**src/rtl/fp_norm_iter.sv**
```systemverilog
// Iterative floating-point normaliser: shifts the mantissa left by up to STEP bits
// per cycle (or right once on carry-out) and flags zero, underflow and overflow.
module fp_norm_iter #(
  parameter int MANTISSA = 11,
  parameter int EXPONENT = 5,
  parameter int STEP     = 4
) (
  input  logic                  clk,
  input  logic                  rst_n,
  input  logic                  in_valid,
  output logic                  in_ready,
  input  logic                  in_sign,
  input  logic [EXPONENT-1:0]   in_exponent,
  input  logic [MANTISSA:0]     in_mantissa,
  output logic                  out_valid,
  input  logic                  out_ready,
  output logic                  out_sign,
  output logic [EXPONENT-1:0]   out_exponent,
  output logic [MANTISSA-1:0]   out_mantissa,
  output logic [EXPONENT-1:0]   out_shift,
  output logic                  out_zero,
  output logic                  out_underflow,
  output logic                  out_overflow
);

  localparam int CW = EXPONENT + 1;
  localparam logic [EXPONENT-1:0] EXP_MAX = '1;

  typedef enum logic [1:0] {IDLE, SHIFT, DONE} state_t;

  state_t              state, state_next;
  logic                sign_q, sign_d;
  logic [EXPONENT-1:0] exp_q, exp_d, exp_inc;
  logic [MANTISSA:0]   mant_q, mant_d;
  logic [CW-1:0]       cnt_q, cnt_d;
  logic                zero_q, zero_d, unf_q, unf_d, ovf_q, ovf_d;
  logic                found;
  int                  lz, s;

  // Leading zeros below the hidden-bit position, clamped to the per-cycle step
  // and to the exponent so a denormal never goes below exponent zero.
  always_comb begin
    lz    = 0;
    found = 1'b0;
    for (int i = MANTISSA - 1; i >= 0; i--) begin
      if (!found) begin
        if (mant_q[i]) found = 1'b1;
        else           lz++;
      end
    end
    s = lz;
    if (s > STEP)         s = STEP;
    if (s > int'(exp_q))  s = int'(exp_q);
  end

  assign exp_inc = exp_q + EXPONENT'(1);

  // NOTE: every variable gets a default before the case so no path infers a latch.
  always_comb begin
    state_next = state;
    sign_d     = sign_q;
    exp_d      = exp_q;
    mant_d     = mant_q;
    cnt_d      = cnt_q;
    zero_d     = zero_q;
    unf_d      = unf_q;
    ovf_d      = ovf_q;
    unique case (state)
      IDLE: begin
        if (in_valid) begin
          sign_d     = in_sign;
          exp_d      = in_exponent;
          mant_d     = in_mantissa;
          cnt_d      = '0;
          zero_d     = 1'b0;
          unf_d      = 1'b0;
          ovf_d      = 1'b0;
          state_next = SHIFT;
        end
      end
      SHIFT: begin
        if (exp_q == EXP_MAX) begin
          state_next = DONE;
        end else if (mant_q[MANTISSA]) begin
          mant_d     = {1'b0, mant_q[MANTISSA:1]};
          exp_d      = exp_inc;
          if (exp_inc == EXP_MAX) begin
            mant_d = '0;
            ovf_d  = 1'b1;
          end
          state_next = DONE;
        end else if (mant_q == '0) begin
          exp_d      = '0;
          zero_d     = 1'b1;
          state_next = DONE;
        end else if (mant_q[MANTISSA-1]) begin
          state_next = DONE;
        end else if (exp_q == '0) begin
          unf_d      = 1'b1;
          state_next = DONE;
        end else begin
          mant_d = mant_q << s;
          exp_d  = exp_q - EXPONENT'(s);
          cnt_d  = cnt_q + CW'(s);
        end
      end
      DONE: begin
        if (out_ready) state_next = IDLE;
      end
      default: state_next = IDLE;
    endcase
  end

  // NOTE: sequential state uses non-blocking assignments so all registers update together.
  always_ff @(posedge clk or negedge rst_n) begin
    if (!rst_n) begin
      state  <= IDLE;
      sign_q <= 1'b0;
      exp_q  <= '0;
      mant_q <= '0;
      cnt_q  <= '0;
      zero_q <= 1'b0;
      unf_q  <= 1'b0;
      ovf_q  <= 1'b0;
    end else begin
      state  <= state_next;
      sign_q <= sign_d;
      exp_q  <= exp_d;
      mant_q <= mant_d;
      cnt_q  <= cnt_d;
      zero_q <= zero_d;
      unf_q  <= unf_d;
      ovf_q  <= ovf_d;
    end
  end

  assign in_ready      = (state == IDLE);
  assign out_valid     = (state == DONE);
  assign out_sign      = sign_q;
  assign out_exponent  = exp_q;
  assign out_mantissa  = mant_q[MANTISSA-1:0];
  assign out_shift     = cnt_q[EXPONENT] ? EXP_MAX : cnt_q[EXPONENT-1:0];
  assign out_zero      = zero_q;
  assign out_underflow = unf_q;
  assign out_overflow  = ovf_q;

endmodule

```
**config.mk**
```make
export PLATFORM = sky130hd
export DESIGN_NAME = fp_norm_iter
export DESIGN_NICKNAME = d
export VERILOG_FILES = /design/src/rtl/fp_norm_iter.sv
export SDC_FILE = /design/constraint.sdc
export NUM_CORES = 1
export LEC_CHECK = 0
export CAP_MARGIN = 10
export CORE_ASPECT_RATIO = 1.5
export CORE_MARGIN = 2
export CORE_UTILIZATION = 30
export CTS_CLUSTER_DIAMETER = 150
export DETAILED_ROUTE_END_ITERATION = 10
export PLACE_DENSITY = 0.5
export SLEW_MARGIN = 20
export SYNTH_ARGS = -nofsm -noshare
export SYNTH_HDL_FRONTEND = slang
export SYNTH_SLANG_ARGS = --single-unit
```
**constraint.sdc**
```tcl
create_clock -name clk -period 18.8 [get_ports clk]
set_clock_uncertainty 0.05 [all_clocks]
set_input_delay 5.64 -clock clk [delete_from_list [all_inputs] [get_ports clk]]
set_output_delay 5.64 -clock clk [all_outputs]
set_load 0.01 [all_outputs]
```
== Yosys cells after proc, flatten, opt, wreduce, memory -nomap -nowiden ==
Cells that the tools add are included.
W data, S select, Z words.
Word-level totals
  bits in registers: 29
  logic and storage cells: 149
  input port bits: 22
  output and inout bits: 27
Operators by class
  add/subtract/negate cells: 13
  order comparisons: 2
  equal/unequal tests: 21
  multiplexer cells: 88
  reductions and logical operators: 14
  shift-type cells: 1
Operator list (count)
  $mux W32: 22
  $add A32 B2 Y32 const B: 10
  $mux W12: 6
  $mux W6: 6
  $mux W5: 7
  $gt A32 B4 Y1 const B: 1
  $gt A32 B6 Y1: 1
  $mux W1: 32
  $shl A12 B32 Y12: 1
  $pmux W12 S2: 1
  $ne A2 B2 Y1 const B: 10
  $reduce_and A5 Y1: 3
  $mux W2: 7
  $reduce_and A7 Y1: 2
  $logic_not A12 Y1: 1
  $pmux W6 S2: 1
  $mux W11: 1
  $eq A5 B5 Y1 const B: 2
  $pmux W5 S2: 1
  $ne A3 B3 Y1 const B: 3
  $ne A4 B4 Y1 const B: 2
  $add A6 B6 Y6: 1
  $ne A6 B6 Y1 const B: 1
  $pmux W1 S2: 3
  other kinds (13): 14

== Depth between registers and ports, before layout ==
Gate-level depths: netlist of the first run.
  word-level depth: 42
  depth in mapped cells: 52
  depth with buffers taken out: 50

== Worst setup path after synthesis of the first run ==
Ideal clock, no wire load.
  path kind: reg-to-reg
  from: register mant_q[8]
  to: register exp_q[3] (netlist: out_exponent[3])
  cell stages (with the launch flop): 50
  setup time: 0.158 ns
  arrival time: 8.607 ns
  path slack: 9.985 ns
  clock period less this slack: 8.815 ns
  required time: 18.592 ns
  path buffers: 2
  path through: dfrtp_1 > buf_2 > a21oi_1 > ha_1 > o31a_1 > ha_1 > inv_1 > o21ai_0 > o31a_1 > ha_1 > nand2_1 > nand2_1 > ha_1 > mux2i_1 > a21oi_1 > ha_1 > nand2_1 > a21oi_1 > (+14 left out) > inv_1 > or2_2 > ha_1 > nand3_1 > o22ai_1 > a21oi_1 > nand2b_1 > or2_1 > o31ai_4 > inv_2 > buf_2 > ha_1 > a21o_1 > a21oi_1 > xnor2_1 > a221o_1 > o21ai_0 > o21ai_0
On the way
  cells in the longest elaborated chain, start to end: 37
  elaborated cells on any way between the ends: 50
  classes of those cells: add/sub: 9; order compare: 2; eq/ne: 2; mux: 35; reduce/logical: 2
Ends and longest elaborated chain
  start, declared: RTL line 34  | logic [MANTISSA:0] mant_q, mant_d;
  start signal, assigned: RTL line 129  | mant_q <= mant_d;
  $mux W32: RTL line 47  | if (mant_q[i]) found = 1'b1;
  $mux W32: RTL line 46  | if (!found) begin
  $add A32 B2 Y32: RTL line 48  | else lz++;
  $mux W32: RTL line 47
  $mux W32: RTL line 46
  $add A32 B2 Y32: RTL line 48
  $mux W32: RTL line 47
  $mux W32: RTL line 46
  (+21 left out)
  $mux W32: RTL line 53  | if (s > int'(exp_q)) s = int'(exp_q);
  $sub A5 B5 Y5: RTL line 103  | exp_d = exp_q - EXPONENT'(s);
  $mux W5: RTL line 98  | end else if (exp_q == '0) begin
  $mux W5: RTL line 96  | end else if (mant_q[MANTISSA-1]) begin
  $mux W5: RTL line 92  | end else if (mant_q == '0) begin
  $mux W5: RTL line 84  | end else if (mant_q[MANTISSA]) begin
  $mux W5: RTL line 82  | if (exp_q == EXP_MAX) begin
  $pmux W5 S2: RTL line 68  | unique case (state)
  end signal, assigned: RTL line 128  | exp_q <= exp_d;
  end, declared: RTL line 33  | logic [EXPONENT-1:0] exp_q, exp_d, exp_inc;
Parallel ways exist; a longest one is shown, timed or not. The select of a mux whose other input is x is not followed.
A chain may end at the register's enable or synchronous reset.

== Final worst setup path of the first run ==
  from: register mant_q[10]
  to: register exp_q[4] (netlist: out_exponent[4])
On the way
  cells in the longest elaborated chain, start to end: 42
  elaborated cells on any way between the ends: 56
  classes of those cells: add/sub: 11; order compare: 2; eq/ne: 2; mux: 39; reduce/logical: 2
Ends and longest elaborated chain (RTL line)
  $mux W1: 47
  $add A32 B2 Y32: 48
  $mux W32: 47
  $mux W32: 46
  $add A32 B2 Y32: 48
  $mux W32: 47
  $mux W32: 46
  $add A32 B2 Y32: 48
  (+26 left out)
  $mux W32: 53
  $sub A5 B5 Y5: 103
  $mux W5: 98
  $mux W5: 96
  $mux W5: 92
  $mux W5: 84
  $mux W5: 82
  $pmux W5 S2: 68
Parallel ways exist; a longest one is shown, timed or not. The select of a mux whose other input is x is not followed.

==> metrics, run 1 <==
status finished clean; Most common cell on crit path ha_1; WL final 11600 um; RSZ-0062 raised after global routing false; 1st-pass router iterations 4; H-tree levels 2; vias per cell 5.43; minimum clock period after layout 10.14 ns; # diodes 0; worst skew pair latency 0.28 ns; multi-input logic area 2510 um^2; startpoint types register; root buffer cell clkbuf_16; number of flops mapped to enable cells by yosys 0; Post-DP HPWL 8850 um; # fillers 1246; Synth Cell Area 3540 um^2; CP bufs+invs 3; Final nets 528; DR vias 3415; syn_area_per_cell 7.80 um^2; CTS sink count 29; Rows 48; grt total ovfl 0; wire per inst 18.5 um; Worst Setup SP mant_q[10]$_DFFE_PN0P_; Fmax achieved 98.6 MHz; max-cap viol count 0; CP required 18.94 ns; FF+latch count, synth 29; die width 92.7 um; final setup violation count 0; DR DRC count 0; Final Hold Viols 0; clk buf depth 2; DR iter-0 viols 219; WP data arrival 10.28 ns; Worst Hold Class reg -> reg; Crit Path Class reg -> reg; initial antenna violation count 0; fin. max-slew vios 0; core area 11500 um^2; Seq/Total Area, Yosys 20.5%; I/O Pins 49; Critical Path End Type register; die area 12700 um^2; routability cong. 0.916; Area Overhead vs Synth 18.6%; Sequential Area 726 um^2; GRT Util Overall 18.9%; delay-heaviest family, CP compound AO/OA/AOI/OAI gates; IO buf count 48; CTS clock-pin slew for the worst setup and hold paths 0.05 ns; CP max stage delay 0.65 ns; final setup TNS 0 ns; Resize count post-CTS 0; TritonCTS Buffers 5; Antenna Violating Nets Remaining 0; # Post-CTS Setup Buffers 0; vias in the first global route 3475; first-pass GRT wire length 18800 um; die height 137 um; slowest CP cell o41a_1; Async SR Flop Fraction 100%; R2R Path Start mant_q[10]$_DFFE_PN0P_; largest net degree at the start of global routing 30; Final Util 36.4%; synth warn 0; hold buffer count at CTS 0; post-synthesis instance total 454; Starting Density 30.7%; Worst Max-Slew Pin Slew 0.695 ns; commonest register cell after synthesis dfrtp_1; slew margin rel. 53.7%; CTS tree done; Final period util 54.0%; Cell variety after synth 79; layout cells sized above 1 8.56%; hold path start cnt_q[0]$_DFFE_PN0P_; crit-path max FO 13
[metrics by stage]
stage	instances	area [um^2]	setup slack (ns)	hold slack, ns
2_1_floorplan	455	3540	9.98	0.409
3_3_place_gp	621	4050	8.97	0.448
3_5_place_dp	621	4050	8.71	0.443
4_1_cts	629	4190	8.66	0.459
5_1_grt	629	4200	7.77	0.483
6_report	629	4200	8.66	0.454
[layout make-up]
| class | count | share of cell area [%] |
|---|---|---|
| clock buffer | 5 | 2.98 |
| clock inverter | 3 | 0.417 |
| inverter | 31 | 2.95 |
| multi-input combinational | 359 | 59.7 |
| sequential | 29 | 17.3 |
| tap | 150 | 4.47 |
| timing repair buffer | 52 | 12.2 |
[worst reg2reg max path: cells and delay by family, from the launching register on]
kind,cells,cell delay (ns)
buffers and inverters,3,0.58
xor gates and xnor gates,3,0.52
DFF,1,0.54
and+or+nand+nor,13,1.78
adders and majority gates,10,2.90
muxes,2,0.33
AOI/OAI and AO/OA,15,3.34
[cells in the final DEF (no fill, tap or decap), types with 6 or more instances in the layout]
| cell type | n |
|---|---|
| dfrtp_1 | 29 |
| nand3_1 | 15 |
| a211oi_1 | 7 |
| a21oi_1 | 27 |
| nand2_1 | 49 |
| a21o_1 | 7 |
| xnor2_1 | 7 |
| nor2_1 | 34 |
| xor2_1 | 7 |
| or2_2 | 7 |
| nor3_1 | 13 |
| inv_1 | 29 |
| mux2i_1 | 12 |
| o21ai_0 | 34 |
| clkdlybuf4s50_1 | 48 |
| a31oi_1 | 6 |
| ha_1 | 26 |
[registers in the layout (all words and copies together) (netlist names)]
register and count:
out_exponent 5, state 2, out_sign 1, out_overflow 1
out_underflow 1, cnt_q 6, mant_q 12, out_zero 1
[Yosys cell counts, drive strengths merged, types with 3 or more instances]
master	count	share of area [%]
nand2	50	5.5
o21ai	36	5.1
nor2	34	3.6
inv	31	3.5
dfrtp	29	20
a21oi	28	4.3
ha	26	9.2
buf	21	4.0
mux2i	16	5.4
clkbuf	15	1.6
nand3	15	2.1
nor3	15	2.4
or2	8	1.4
a211oi	7	1.5
a21o	7	1.5
xnor2	7	1.7
xor2	7	1.7
a31oi	6	1.1
and2	6	1.1
nor2b	6	1.1
o211ai	6	1.4
nand2b	5	0.88
or3	5	1.0
and3	4	0.71
o221ai	4	0.99
o22ai	4	0.71
o31ai	4	1.2
a221o	3	0.85
a221oi	3	0.92
a41oi	3	0.74
nor4	3	1.1
o311ai	3	0.74
o31a	3	0.74
or4	3	0.74
[path summary, 6_finish.rpt]
| path | depth (start not counted) | slack (ns) | end |
|---|---|---|---|
| max | 46 | 8.66 | out_exponent[4]$_DFFE_PN0P_ |
| min | 2 | 0.45 | cnt_q[0]$_DFFE_PN0P_ |
| max reg2reg | 46 | 8.66 | out_exponent[4]$_DFFE_PN0P_ |
| min reg2reg | 2 | 0.45 | cnt_q[0]$_DFFE_PN0P_ |
| max in group asynchronous | 2 | 12.67 | out_exponent[4]$_DFFE_PN0P_ |
| min in group asynchronous | 2 | 5.72 | mant_q[5]$_DFFE_PN0P_ |
[per-layer routing]
layer  share of wire [%]  routed length (um)  vias to the layer above  GRT usage, %
met1                  42                4820                     1638          22.1
met2                  54                6230                       76          35.0
met4                 2.4                 276                        0          7.52
li1                    -                   -                     1685             -
met5                   0                   0                        -             0
met3                 2.4                 283                       16          2.09
[logic make-up after synthesis]
family | after synthesis | share of synthesized area (%)
buffers and inverters | 67 | 9.05
XOR/XNOR | 15 | 4.10
multiplexers | 17 | 5.76
flip-flops | 29 | 20.5
other | 1 | 0.106
AO/OA/AOI/OAI | 134 | 26.4
adder cells (fa/ha/maj) | 28 | 10.3
AND/OR/NAND/NOR | 163 | 23.7
Power of run 1 is not shown: default switching activity piles up to over one toggle a cycle in this logic, so the estimate is an artifact.
==> run 2, diff against run 1 <==
==> constraint.sdc (replaced) <==
create_clock -name clk -period 9.71 [get_ports clk]
set_clock_uncertainty 0.05 [all_clocks]
set_input_delay 2.913 -clock clk [delete_from_list [all_inputs] [get_ports clk]]
set_output_delay 2.913 -clock clk [all_outputs]
set_load 0.01 [all_outputs]
==> run 2 against run 1 <==
Via count grew 3.0%; global-route usage grew 0.36 points; final cell count grew 3.2%; worst setup slack lost 8.0 ns; final area grew 4.9%; hold slack gained 0.0040 ns; critical path depth grew 1; register-to-register slack lost 8.0 ns; highest routed layer unchanged; largest cell class unchanged; sequential share of layout area shrank 0.75 points.
==> metrics, run 2 (synthesis results as in run 1) <==
status finished clean; slowest CP cell or4_4; H-tree levels 2; crit-path max FO 11; CTS sink count 29; metal3 WL 428 um; Post-Layout Cell Count 649; Worst Hold Class reg -> reg; DR DRC count 0; Top reg by flops mant_q; Worst Setup SP mant_q[10]$_DFFE_PN0P_; Worst Reg-to-Reg Cells 47; largest net degree at the start of global routing 30; die width 92.7 um; Area Overhead vs Synth 24.4%; routability cong. 0.900; IO buf count 48; grt total ovfl 0; CP bufs+invs 4; Final Hold Viols 0; placed cells 631; commonest cells after routing, fill and taps aside nand2_1, clkdlybuf4s50_1, o21ai_0, nor2_1, inv_1; final setup TNS 0 ns; layout cells sized above 1 14.4%; Crit Path Class reg -> reg; fin. max-slew vios 0; final setup violation count 0; hold path start out_overflow$_DFFE_PN0P_; Most common cell on crit path ha_1; core area 11500 um^2; vias in the first global route 3618; WL final 11800 um; CTS tree done; CTS clock-pin slew for the worst setup and hold paths 0.05 ns; pre-CTS WS 0.0451 ns; Critical Path End Type register; Fmax achieved 110 MHz; R2R Path Start mant_q[10]$_DFFE_PN0P_; Final WS setup 0.619 ns; WP data arrival 9.24 ns; worst skew pair latency 0.29 ns; slew margin rel. 52.3%; clk buf depth 2; I/O Pins 49; Final period util 93.6%; root buffer cell clkbuf_16; Starting Density 30.7%; Post-DP HPWL 9000 um; multi-input logic area 2560 um^2; Rows 48; CP max stage delay 0.61 ns; hold buffer count at CTS 0; first-pass GRT wire length 19100 um; max-cap viol count 0; Worst Max-Slew Pin Slew 0.705 ns; # diodes 0; vias per cell 5.42; Sequential Area 728 um^2; die height 137 um; Final nets 548; RSZ-0062 raised after global routing false; 1st-pass router iterations 4; commonest non-fill, non-tap cell in the layout nand2_1; GRT Util Overall 19.3%; Top Layer Used met4; cell depth of the worst setup path 47; startpoint types register; WHS Path Cells 2; # fillers 1219; DR iter-0 viols 212; initial antenna violation count 0; Antenna Violating Nets Remaining 0; Met1 Wirelength 4750 um; CP required 9.86 ns; minimum clock period after layout 9.09 ns; met2 routed WL 6010 um; die area 12700 um^2; TritonCTS Buffers 5; delay-heaviest family, CP adder cells; DR vias 3518; max reg flops 12; wire per inst 18.2 um
[run 2: cell count changes in the layout (fill, tap and decap cells not counted), sizes merged]
cell	change
buf	+20
[run 2: worst min-delay path: stages, from the launching register on]
cell and delay, ns:
dfrtp_1 0.34, a41oi_1 0.05, nor2_1 0.08
[run 2: stage by stage]
step / hold WS, ns / instance area, um^2 / util (%)
after floorplan: 0.409 / 3540 / -
after global placement: 0.448 / 4120 / 35.8
after detailed placement: 0.442 / 4130 / 35.8
after CTS: 0.470 / 4270 / 37.1
after global routing: 0.500 / 4410 / 38.2
final: 0.458 / 4410 / 38.2
[run 2: layout make-up]
type / count / share of cell area [%]
multi-input cells: 359 / 58.2
clock inverters: 3 / 0.398
well taps: 150 / 4.26
clock buffers: 5 / 2.84
inverters: 31 / 2.81
flip-flops and latches: 29 / 16.5
repair buffers: 72 / 15.0
[run 2: worst paths after layout]
kind / endpoint / slack, ns
worst max-delay path: out_exponent[4]$_DFFE_PN0P_ / 0.62
worst max register to register: out_exponent[4]$_DFFE_PN0P_ / 0.62
worst min register to register: out_overflow$_DFFE_PN0P_ / 0.46
min in group asynchronous: mant_q[5]$_DFFE_PN0P_ / 2.99
worst min-delay path: out_overflow$_DFFE_PN0P_ / 0.46
max in group asynchronous: mant_q[8]$_DFFE_PN0P_ / 6.30
[run 2: routing by layer]
| metal | track usage [%] | vias up |
|---|---|---|
| met2 | 33.7 | 111 |
| met3 | 2.09 | 37 |
| li1 | - | 1727 |
| met4 | 11.9 | 0 |
| met5 | 0 | - |
| met1 | 22.4 | 1643 |
[run 2: timing repair]
| action | 4_1_cts | 5_1_grt |
|---|---|---|
| endpoints found under the hold margin | 0 | 0 |
| pin swaps | 0 | 4 |
| endpoints found under the setup margin | 1 | 21 |
| resized for setup | 1 | 13 |
| setup buffers | 0 | 10 |
Power of run 2 is left out for the same reason.
==> run 3, diff against run 2 <==
--- a/config.mk
+++ b/config.mk
@@ -16,3 +16,4 @@
 export SYNTH_ARGS = -nofsm -noshare
 export SYNTH_HDL_FRONTEND = slang
 export SYNTH_SLANG_ARGS = --single-unit
+export TNS_END_PERCENT = 20
==> results of run 3 <==
Same layout as run 2: the final DEF is identical, and so are final timing and power.
Power of run 3 is left out for the same reason.
